File: src/rtl/sar_search_pkg.sv
// Shared definitions for the successive-approximation search controller.
package sar_search_pkg;

  typedef enum logic [1:0] {
    StIdle  = 2'd0,
    StProbe = 2'd1,
    StDone  = 2'd2
  } state_e;

  // Sign mask that turns an offset-binary trial into a two's-complement probe.
  function automatic logic [31:0] sign_mask(input logic sig, input int unsigned width);
    return sig ? (32'd1 << (width - 1)) : 32'd0;
  endfunction

endpackage

File: src/rtl/sar_search.sv
// Successive-approximation search controller driving a magnitude comparator.
// The trial register is offset-binary, so a signed search is just an unsigned
// binary search with the MSB flipped on the way out to the comparator.
module sar_search
  import sar_search_pkg::*;
#(
  parameter int unsigned WIDTH  = 4,
  parameter int unsigned STEP_W = 3
) (
  input  logic              clk_i,
  input  logic              rst_i,
  input  logic              start_i,
  input  logic              sig_in_i,
  output logic [WIDTH-1:0]  b_o,
  output logic              sig_o,
  input  logic              lg_i,
  input  logic              eq_i,
  input  logic              ls_i,
  output logic              busy_o,
  output logic              done_o,
  output logic [WIDTH-1:0]  result_o,
  output logic [STEP_W-1:0] steps_o,
  output logic              err_o
);

  state_e              state_q, state_d;
  logic                sig_q, sig_d;
  logic [WIDTH-1:0]    trial_q, trial_d;
  logic [WIDTH-1:0]    result_q, result_d;
  logic [STEP_W-1:0]   idx_q, idx_d;
  logic [STEP_W-1:0]   steps_q, steps_d;
  logic                err_q, err_d;

  logic [WIDTH-1:0]    mask;
  logic [WIDTH-1:0]    probe;
  logic [WIDTH-1:0]    bit_sel;
  logic [WIDTH-1:0]    trial_cut;
  logic                one_hot;

  // Probe value and per-cycle decision helpers.
  always_comb begin
    mask      = WIDTH'(sign_mask(sig_q, WIDTH));
    probe     = trial_q ^ mask;
    bit_sel   = WIDTH'(1) << idx_q;
    trial_cut = ls_i ? (trial_q & ~bit_sel) : trial_q;
    // Odd parity excluding all-three-set means exactly one flag.
    one_hot   = (lg_i ^ eq_i ^ ls_i) & ~(lg_i & eq_i & ls_i);
  end

  // Next-state and datapath update.
  always_comb begin
    state_d  = state_q;
    sig_d    = sig_q;
    trial_d  = trial_q;
    result_d = result_q;
    idx_d    = idx_q;
    steps_d  = steps_q;
    err_d    = err_q;
    unique case (state_q)
      StIdle: begin
        if (start_i) begin
          sig_d   = sig_in_i;
          trial_d = WIDTH'(1) << (WIDTH - 1);
          idx_d   = STEP_W'(WIDTH - 1);
          steps_d = '0;
          err_d   = 1'b0;
          state_d = StProbe;
        end
      end
      StProbe: begin
        steps_d = steps_q + STEP_W'(1);
        if (!one_hot) begin
          err_d    = 1'b1;
          result_d = probe;
          state_d  = StDone;
        end else if (eq_i) begin
          result_d = probe;
          state_d  = StDone;
        end else if (idx_q == '0) begin
          trial_d  = trial_cut;
          result_d = trial_cut ^ mask;
          state_d  = StDone;
        end else begin
          trial_d  = trial_cut | (bit_sel >> 1);
          idx_d    = idx_q - STEP_W'(1);
        end
      end
      StDone: begin
        state_d = StIdle;
      end
      default: begin
        state_d = StIdle;
      end
    endcase
  end

  // State registers with synchronous reset.
  always_ff @(posedge clk_i) begin
    if (rst_i) begin
      state_q  <= StIdle;
      sig_q    <= 1'b0;
      trial_q  <= '0;
      result_q <= '0;
      idx_q    <= '0;
      steps_q  <= '0;
      err_q    <= 1'b0;
    end else begin
      state_q  <= state_d;
      sig_q    <= sig_d;
      trial_q  <= trial_d;
      result_q <= result_d;
      idx_q    <= idx_d;
      steps_q  <= steps_d;
      err_q    <= err_d;
    end
  end

  // Outputs are all decoded from registers.
  always_comb begin
    b_o      = probe;
    sig_o    = sig_q;
    busy_o   = (state_q == StProbe);
    done_o   = (state_q == StDone);
    result_o = result_q;
    steps_o  = steps_q;
    err_o    = err_q;
  end

endmodule

File: config.mk
export PLATFORM = sky130hd
export DESIGN_NAME = sar_search
export DESIGN_NICKNAME = d
export VERILOG_FILES = /design/src/rtl/sar_search_pkg.sv /design/src/rtl/sar_search.sv
export SDC_FILE = /design/constraint.sdc
export NUM_CORES = 1
export LEC_CHECK = 0
export CORE_ASPECT_RATIO = 1.4
export CORE_MARGIN = 2
export CORE_UTILIZATION = 48
export CTS_CLUSTER_DIAMETER = 50
export DETAILED_ROUTE_END_ITERATION = 10
export HOLD_SLACK_MARGIN = 0.02
export PLACE_DENSITY = 0.77
export SLEW_MARGIN = 20
export SYNTH_ARGS = -nofsm -noshare
export SYNTH_HDL_FRONTEND = slang
export SYNTH_SLANG_ARGS = --single-unit
File: constraint.sdc
create_clock -name clk_i -period 2.1 [get_ports clk_i]
set_input_delay 0.42 -clock clk_i [delete_from_list [all_inputs] [get_ports clk_i]]
set_output_delay 0.42 -clock clk_i [all_outputs]
set_load 0.02 [all_outputs]
After elaboration in Yosys (flattened, before gate mapping). Cells that the tools add are included.

Bits in read-only memories: 0. Output and inout bits: 15. Memory bits (writable): 0. Bits in latches: 0. Memories kept: 0. Register bits: 18. Input port bits: 7. Word-level logic and storage cells: 65.

$mul: 0. $lt $le $gt $ge: 0. Reductions and logical operators: 10. Eq/ne operators: 9. Mux-type cells: 25. Div/mod/pow operators: 0. Add/subtract/negate cells: 2. Shift-type cells: 1. Bitwise gates (word level): 11.

Operators with widths (count): $mux W4 (9); $mux W3 (5); $pmux W3 S2 (2); $mux W2 (4); $ne A2 B2 Y1 const B (4); $pmux W4 S2 (1); $reduce_and A2 Y1 (4); $xor A4 B4 Y4 (2); $reduce_and A5 Y1 (1); $and A4 B4 Y4 (1); $ne A4 B3 Y1 const B (1); $not A4 Y4 (1); $or A4 B3 Y4 (1); $pmux W2 S2 (1); $reduce_and A4 Y1 (1); $shl A1 B3 Y4 const A (1); $add A3 B1 Y3 const B (1); $and A1 B1 Y1 (3); $logic_not A3 Y1 (1); $ne A3 B2 Y1 const B (1); $reduce_and A3 Y1 (1); $sub A3 B1 Y3 const B (1); $eq A2 B1 Y1 const B (1); $eq A2 B2 Y1 const B (1); other kinds (7) (9).

Longest topological paths before layout.
Depth after elaboration: 9. Mapped depth: 6.

Worst setup path after synthesis. Ideal clock, no wire load.

Path type: in2reg. From: in lg_i. To: reg result_q[3], in the netlist result_o[3]. Library setup time: 0.091 ns. Data required time: 2.009 ns. Buffers on the path: 0. Data arrival time: 1.810 ns. Setup slack: 0.199 ns. Stages: 5. Path through: ha_1 > nor4b_1 > a21boi_0 > xnor2_1 > a311oi_1.

Longest elaborated chain between the ends: 6.

RTL lines: from (decl) (RTL line sar_search.sv:16) `input logic lg_i,`; $and A1 B1 Y1 (2 in series) (RTL line sar_search.sv:47) `one_hot = (lg_i ^ eq_i ^ ls_i) & ~(lg_i & eq_i & ls_i);`; $not A1 Y1 (RTL line sar_search.sv:47); $and A1 B1 Y1 (*) (RTL line sar_search.sv:47); $ne A3 B2 Y1 (no source line); $reduce_and A2 Y1 (no source line); to (signal assigned) (RTL line sar_search.sv:111) `result_q <= result_d;`; to (decl) (RTL line sar_search.sv:29) `logic [WIDTH-1:0] result_q, result_d;`.

Mark *: on every way between the ends. The rest lies on a longest branch, timed or not. A chain may end at the register's enable or synchronous reset.

Final worst setup path.
From: reg state_q[0]. To: out busy_o.

Longest elaborated chain between the ends: 1.

RTL lines: from (decl) (RTL line sar_search.sv:26) `state_e state_q, state_d;`; from (signal assigned) (RTL line sar_search.sv:100) `state_q <= StIdle;`; from (signal assigned) (RTL line sar_search.sv:108) `state_q <= state_d;`; $eq A2 B1 Y1 (RTL line sar_search.sv:122) `busy_o = (state_q == StProbe);`; to (decl) (RTL line sar_search.sv:19) `output logic busy_o,`.

Every way passes these cells.

==> reports/metrics.csv <==
metric,value,unit
status,finished clean,
slew of the pin with the lowest slew margin,0.417,ns
Worst EP arrival,1.59,ns
Max-slew headroom,0.721,
count of buffers from port buffering,21,
"Reg clk slew, reported paths",0.11,ns
Tot Pwr,828,uW
Setup Viol. Count Final,0,
post-route minimum period,2.01,ns
Core Rows,19,
Ys Warns,0,
final WL,2.28,mm
ANT cells,0,
placed cell count,157,
Mapped Cells,112,
Crit Path Class,flop to primary output,
cell chosen for the clock root,clkbuf_4,
DR WL/cell,14.0,um
floorplan core area,1950,um^2
vias per cell,5.48,
"Design Area, Final",1310,um^2
Final nets,157,
Critical Path End Type,primary output,
Initial DRC Count,50,
"delay-heaviest family, CP",buffers and inverters,
first-pass GRT wire length,3.75,mm
DR pass1 iterations,4,
CTS max path bufs,2,
slowest cell delay on critical path,0.60,ns
Peak Freq,498,MHz
TritonCTS Buffers,3,
post-synthesis register bit count,18,
Syn-to-layout area delta,35.0,%
Routability Congestion,0.809,
Synthesized Nets,126,
clk_lat worst skew,0.29,ns
ys flop type,dfxtp_1,
Final Hold Fails,0,
dpl cell area,1240,um^2
Leak,0.000529,uW
sequential share of the synthesized area,0.370,
starting density of the core,0.499,
Layout Cells excl Fill,163,
# DRC,0,
Fillers,158,
final core occ,0.674,
dominant cells by area after synthesis,"dfxtp_1, ha_1, nand2_1, a21oi_1, nand3_1",
Max VDD drop,443,uV
area of the multi-input gates,571,um^2
Place WS,-0.274,ns
Vias,894,
Sink Count,18,
count of pins over their slew limit,0,
initial antenna violation count,0,
final setup margin,0.0900,ns
syn avg cell area,8.69,um^2
reg-to-reg setup timing slack,0.37,ns
Hold/Removal Path Class,flop to flop,
max_cap viols,0,
Final period util,0.957,
Die Width,42.1,um
"EDFF count, synth",0,
crit path max-delay cell type,clkdlybuf4s50_1,
crit path buf inv count,2,
hpwl dp,1.79,mm
Top-Level Pins,22,
Startpoint Class,flop,
Final ANT Viol Nets,0,
fraction of layout cells with a size suffix above 1,0.176,
GRT overflow,0,
largest net degree at the start of global routing,12,
Die H,57.3,um
Post-Syn Area,973,um^2
CP max FO,8,
number of distinct library cells after synthesis,39,
Yosys top cell by area,dfxtp_1,
total track usage,0.201,
share of the synthesized area in the top cell type,0.370,
Post-synth ARST share,0,
CTS tree,done,
Cell Pwr Density,630,nW/um^2
H-tree Lvls,1,
clock skew after layout,0.00132,ns
register area,360,um^2
CP Data Required Time,1.68,ns
vias in the first global route,831,
die area,2410,um^2
crit path cell chain,nand2b_1 -> inv_1 -> clkdlybuf4s50_1,
flip-flops by register name (all words and copies together) (netlist names):
signal,cells
err_o,1
result_o,4
trial_q,4
state_q,2
idx_q,3
steps_o,3
sig_o,1
where the power goes:
part           total [uW]  switching, uW  leakage [uW]  internal, uW
clock network         218            112     0.0000210           106
registers             379           18.7      0.000147           361
logic                 231            123      0.000361           107
layout by cell type (no fill, tap or decap), drive strengths merged:
master	instances
clkdlybuf4s50	19
dfxtp	18
nand2	11
buf	11
a21oi	8
nor2	8
ha	7
nand3	6
o21ai	6
inv	5
nor2b	4
nor3	4
clkbuf	4
nand4	3
a211oi	3
xor2	2
a31oi	2
mux2i	2
dlymetal6s2s	2
nand2b	1
or3b	1
or2b	1
and2b	1
a211o	1
nor4b	1
o21bai	1
and2	1
a311o	1
nor3b	1
a21boi	1
xnor2	1
a311oi	1
or3	1
o21a	1
a31o	1
a22oi	1
synthesized netlist by cell type, types with 3 or more instances:
| cell type | n |
|---|---|
| dfxtp_1 | 18 |
| inv_1 | 5 |
| buf_4 | 3 |
| a21oi_1 | 8 |
| nor3_1 | 4 |
| nand2_1 | 11 |
| nand3_1 | 6 |
| nand4_1 | 3 |
| ha_1 | 7 |
| o21ai_0 | 5 |
| nor2_1 | 8 |
| nor2b_1 | 4 |
cell families (layout without fill, tap and decap cells):
kind of cell               count (synthesis)  after routing  synth area share
xor gates and xnor gates                   3              3            0.0270
adders and majority gates                  7              7            0.0900
and+or+nand+nor                           44             44             0.235
muxes                                      2              2            0.0206
AOI/OAI and AO/OA                         27             27             0.201
buffers and inverters                     11             41            0.0565
DFF                                       18             18             0.370
what timing repair did:
| action | in CTS | in global routing |
|---|---|---|
| endpoints found under the setup margin | 0 | 6 |
| buffers inserted | 0 | 2 |
| endpoints found under the hold margin | 0 | 0 |
| resized for setup | 0 | 4 |
| hold buffers | 0 | 0 |
worst min-delay path, cell delays in order, from the launching register on:
cell and delay [ns]:
dfxtp_1 0.33, o21ai_0 0.06, a21oi_1 0.06
final cells by class:
cell class | count | share of cell area
multi-input combinational | 83 | 0.434
sequential | 18 | 0.274
timing repair buffer | 32 | 0.230
clock buffer | 4 | 0.0276
tap | 21 | 0.0200
inverter | 5 | 0.0143
layer usage:
layer	track usage	vias up	routed length (um)
li1	-	450	-
met1	0.243	415	957
met2	0.353	25	1210
met3	0.0285	4	79
met4	0.0848	0	38
met5	0	-	0
final timing paths:
check / start / end / cells after the start
worst min-delay path: result_o[2] / result_o[2] / 2
worst max register to register: idx_q[0] / idx_q[1] / 7
worst min register to register: result_o[2] / result_o[2] / 2
worst max-delay path: state_q[0] / busy_o / 3
per-stage QoR:
stage	setup TNS (ns)	hold slack [ns]
after detailed placement	-2.67	0.461
after global placement	-1.75	0.455
after global routing	-0.00160	0.510
after CTS	0	0.488
after floorplan	0	0.461
final	0	0.486
(Power assumes the default switching activity.)
==> patch: new RTL, same settings <==
The 3 states of `state_e` get a one-hot encoding in 3 bits.
--- a/src/rtl/sar_search_pkg.sv
+++ b/src/rtl/sar_search_pkg.sv
@@ -3,6 +3,6 @@
 
-  typedef enum logic [1:0] {
-    StIdle  = 2'd0,
-    StProbe = 2'd1,
-    StDone  = 2'd2
+  typedef enum logic [2:0] {
+    StIdle  = 3'b001,
+    StProbe = 3'b010,
+    StDone  = 3'b100
   } state_e;
Behaviour: no difference found for any inputs over 10 cycles, from zero or initial values and one cycle with rst_i high; not proved beyond that.
==> patch against the unedited design <==
  * Die area rose by 4.5%
  * Highest routed layer unchanged
  * Area after synthesis rose by 4.9%
  * Non-clock buffer count rose by 7
  * Total power fell by 12%
  * Largest cell class unchanged
  * Worst setup slack got worse by 0.024 ns
  * Critical path type unchanged
  * Largest power group unchanged
  * Final area rose by 5.9%
  * Critical endpoint is now done_o
  * Routed wire length rose by 7.4%
  * Sequential cell count rose by 1
  * Sequential share of layout area fell by 0.090 points
==> patch: results <==
metrics = {
    "logic_synthesis": {
        "synth_top_area_share_pct": 37.3,
        "synth_xor_area_share_pct": 1.72,
        "synth_compound_area_share_pct": 21.2,
        "syn_nets": 134,
        "synth_fa_ha_area_share_pct": 8.58,
        "synth.area.top_cells": "dfxtp_1 37%, ha_1 8.6%, a21oi_1 7.8%",
        "yosysSeqAreaShare_pct": 37.3,
        "synthCells": 120,
        "synth_mux_area_share_pct": 0.980,
    },
    "worst_setup_path": {
        "startpoint": "state_q[1]$_SDFFE_PP0P_",
        "path_max_fanout": 5,
        "worstRegToRegCells": 5,
        "worstPathArrival_ns": 1.61,
    },
    "global_routing": {
        "grt_max_degree": 17,
        "grt_util_met3_pct": 2.15,
        "met1_usage_pct": 21.8,
        "grt_pass1_vias": 982,
        "track_usage_pct": 20.7,
        "grt_pass1_wl_mm": 4.02,
    },
    "finish": {
        "nonClkBufAreaFrac_pct": 24.6,
        "multi_input_gates": 88,
        "nFillCells": 171,
        "multi_input_area_um2": 593,
        "seq_area_um2": 380,
        "clk_share_pct": 1.98,
        "inverters": 6,
        "drive_gt1_share_pct": 17.9,
    },
    "clocking": {
        "cts_sinks": 19,
        "clock_latency_ns": 0.31,
    },
    "placement": {
        "hpwlAfterDp_mm": 1.89,
        "dp.cells": 173,
        "gp_congestion": 0.856,
    },
    "sta": {
        "skew_ns": 0.00144,
        "maxSlewHeadroom_pct": 74.7,
    },
    "detailed_routing": {
        "viasPerCell": 5.70,
        "met3_length_um": 121,
        "vias": 1009,
        "met1Wirelength_um": 947,
    },
    "hold_path": {
        "holdPathEnd": "err_o$_SDFFE_PP0P_",
    },
    "run_status": {
        "status": "finished, final reports clean",
    },
    "power_and_ir_drop": {
        "irDropWorstVdd_mv": 0.435,
    },
}
patch: cell types whose count changed in the layout (fill, tap and decap cells not counted), moves of 3 or more:
cell	unedited run	this run
nand4_1	3	0
a21oi_1	8	16
buf_4	10	18
dlygate4sd2_1	0	3
patch: per-stage QoR:
stage / setup slack [ns] / TNS (ns) / hold WS, ns / power [W] / instance area, um^2
detailed placement: -0.418 / -4.07 / 0.451 / 0.000542 / 1350
CTS: 0.0723 / 0 / 0.467 / 0.000735 / 1390
global placement: -0.370 / -3.61 / 0.446 / 0.000536 / 1350
global route: 0.00377 / 0 / 0.493 / 0.000761 / 1390
finish: 0.0658 / 0 / 0.463 / 0.000730 / 1390
floorplan: 0.00249 / 0 / 0.456 / 0.000471 / 1020
patch: report_power, final:
group / internal [W] / total, W / switching, W
combinational: 0.0000757 / 0.000153 / 0.0000776
sequential: 0.000372 / 0.000383 / 0.0000113
clock: 0.0000713 / 0.000194 / 0.000123
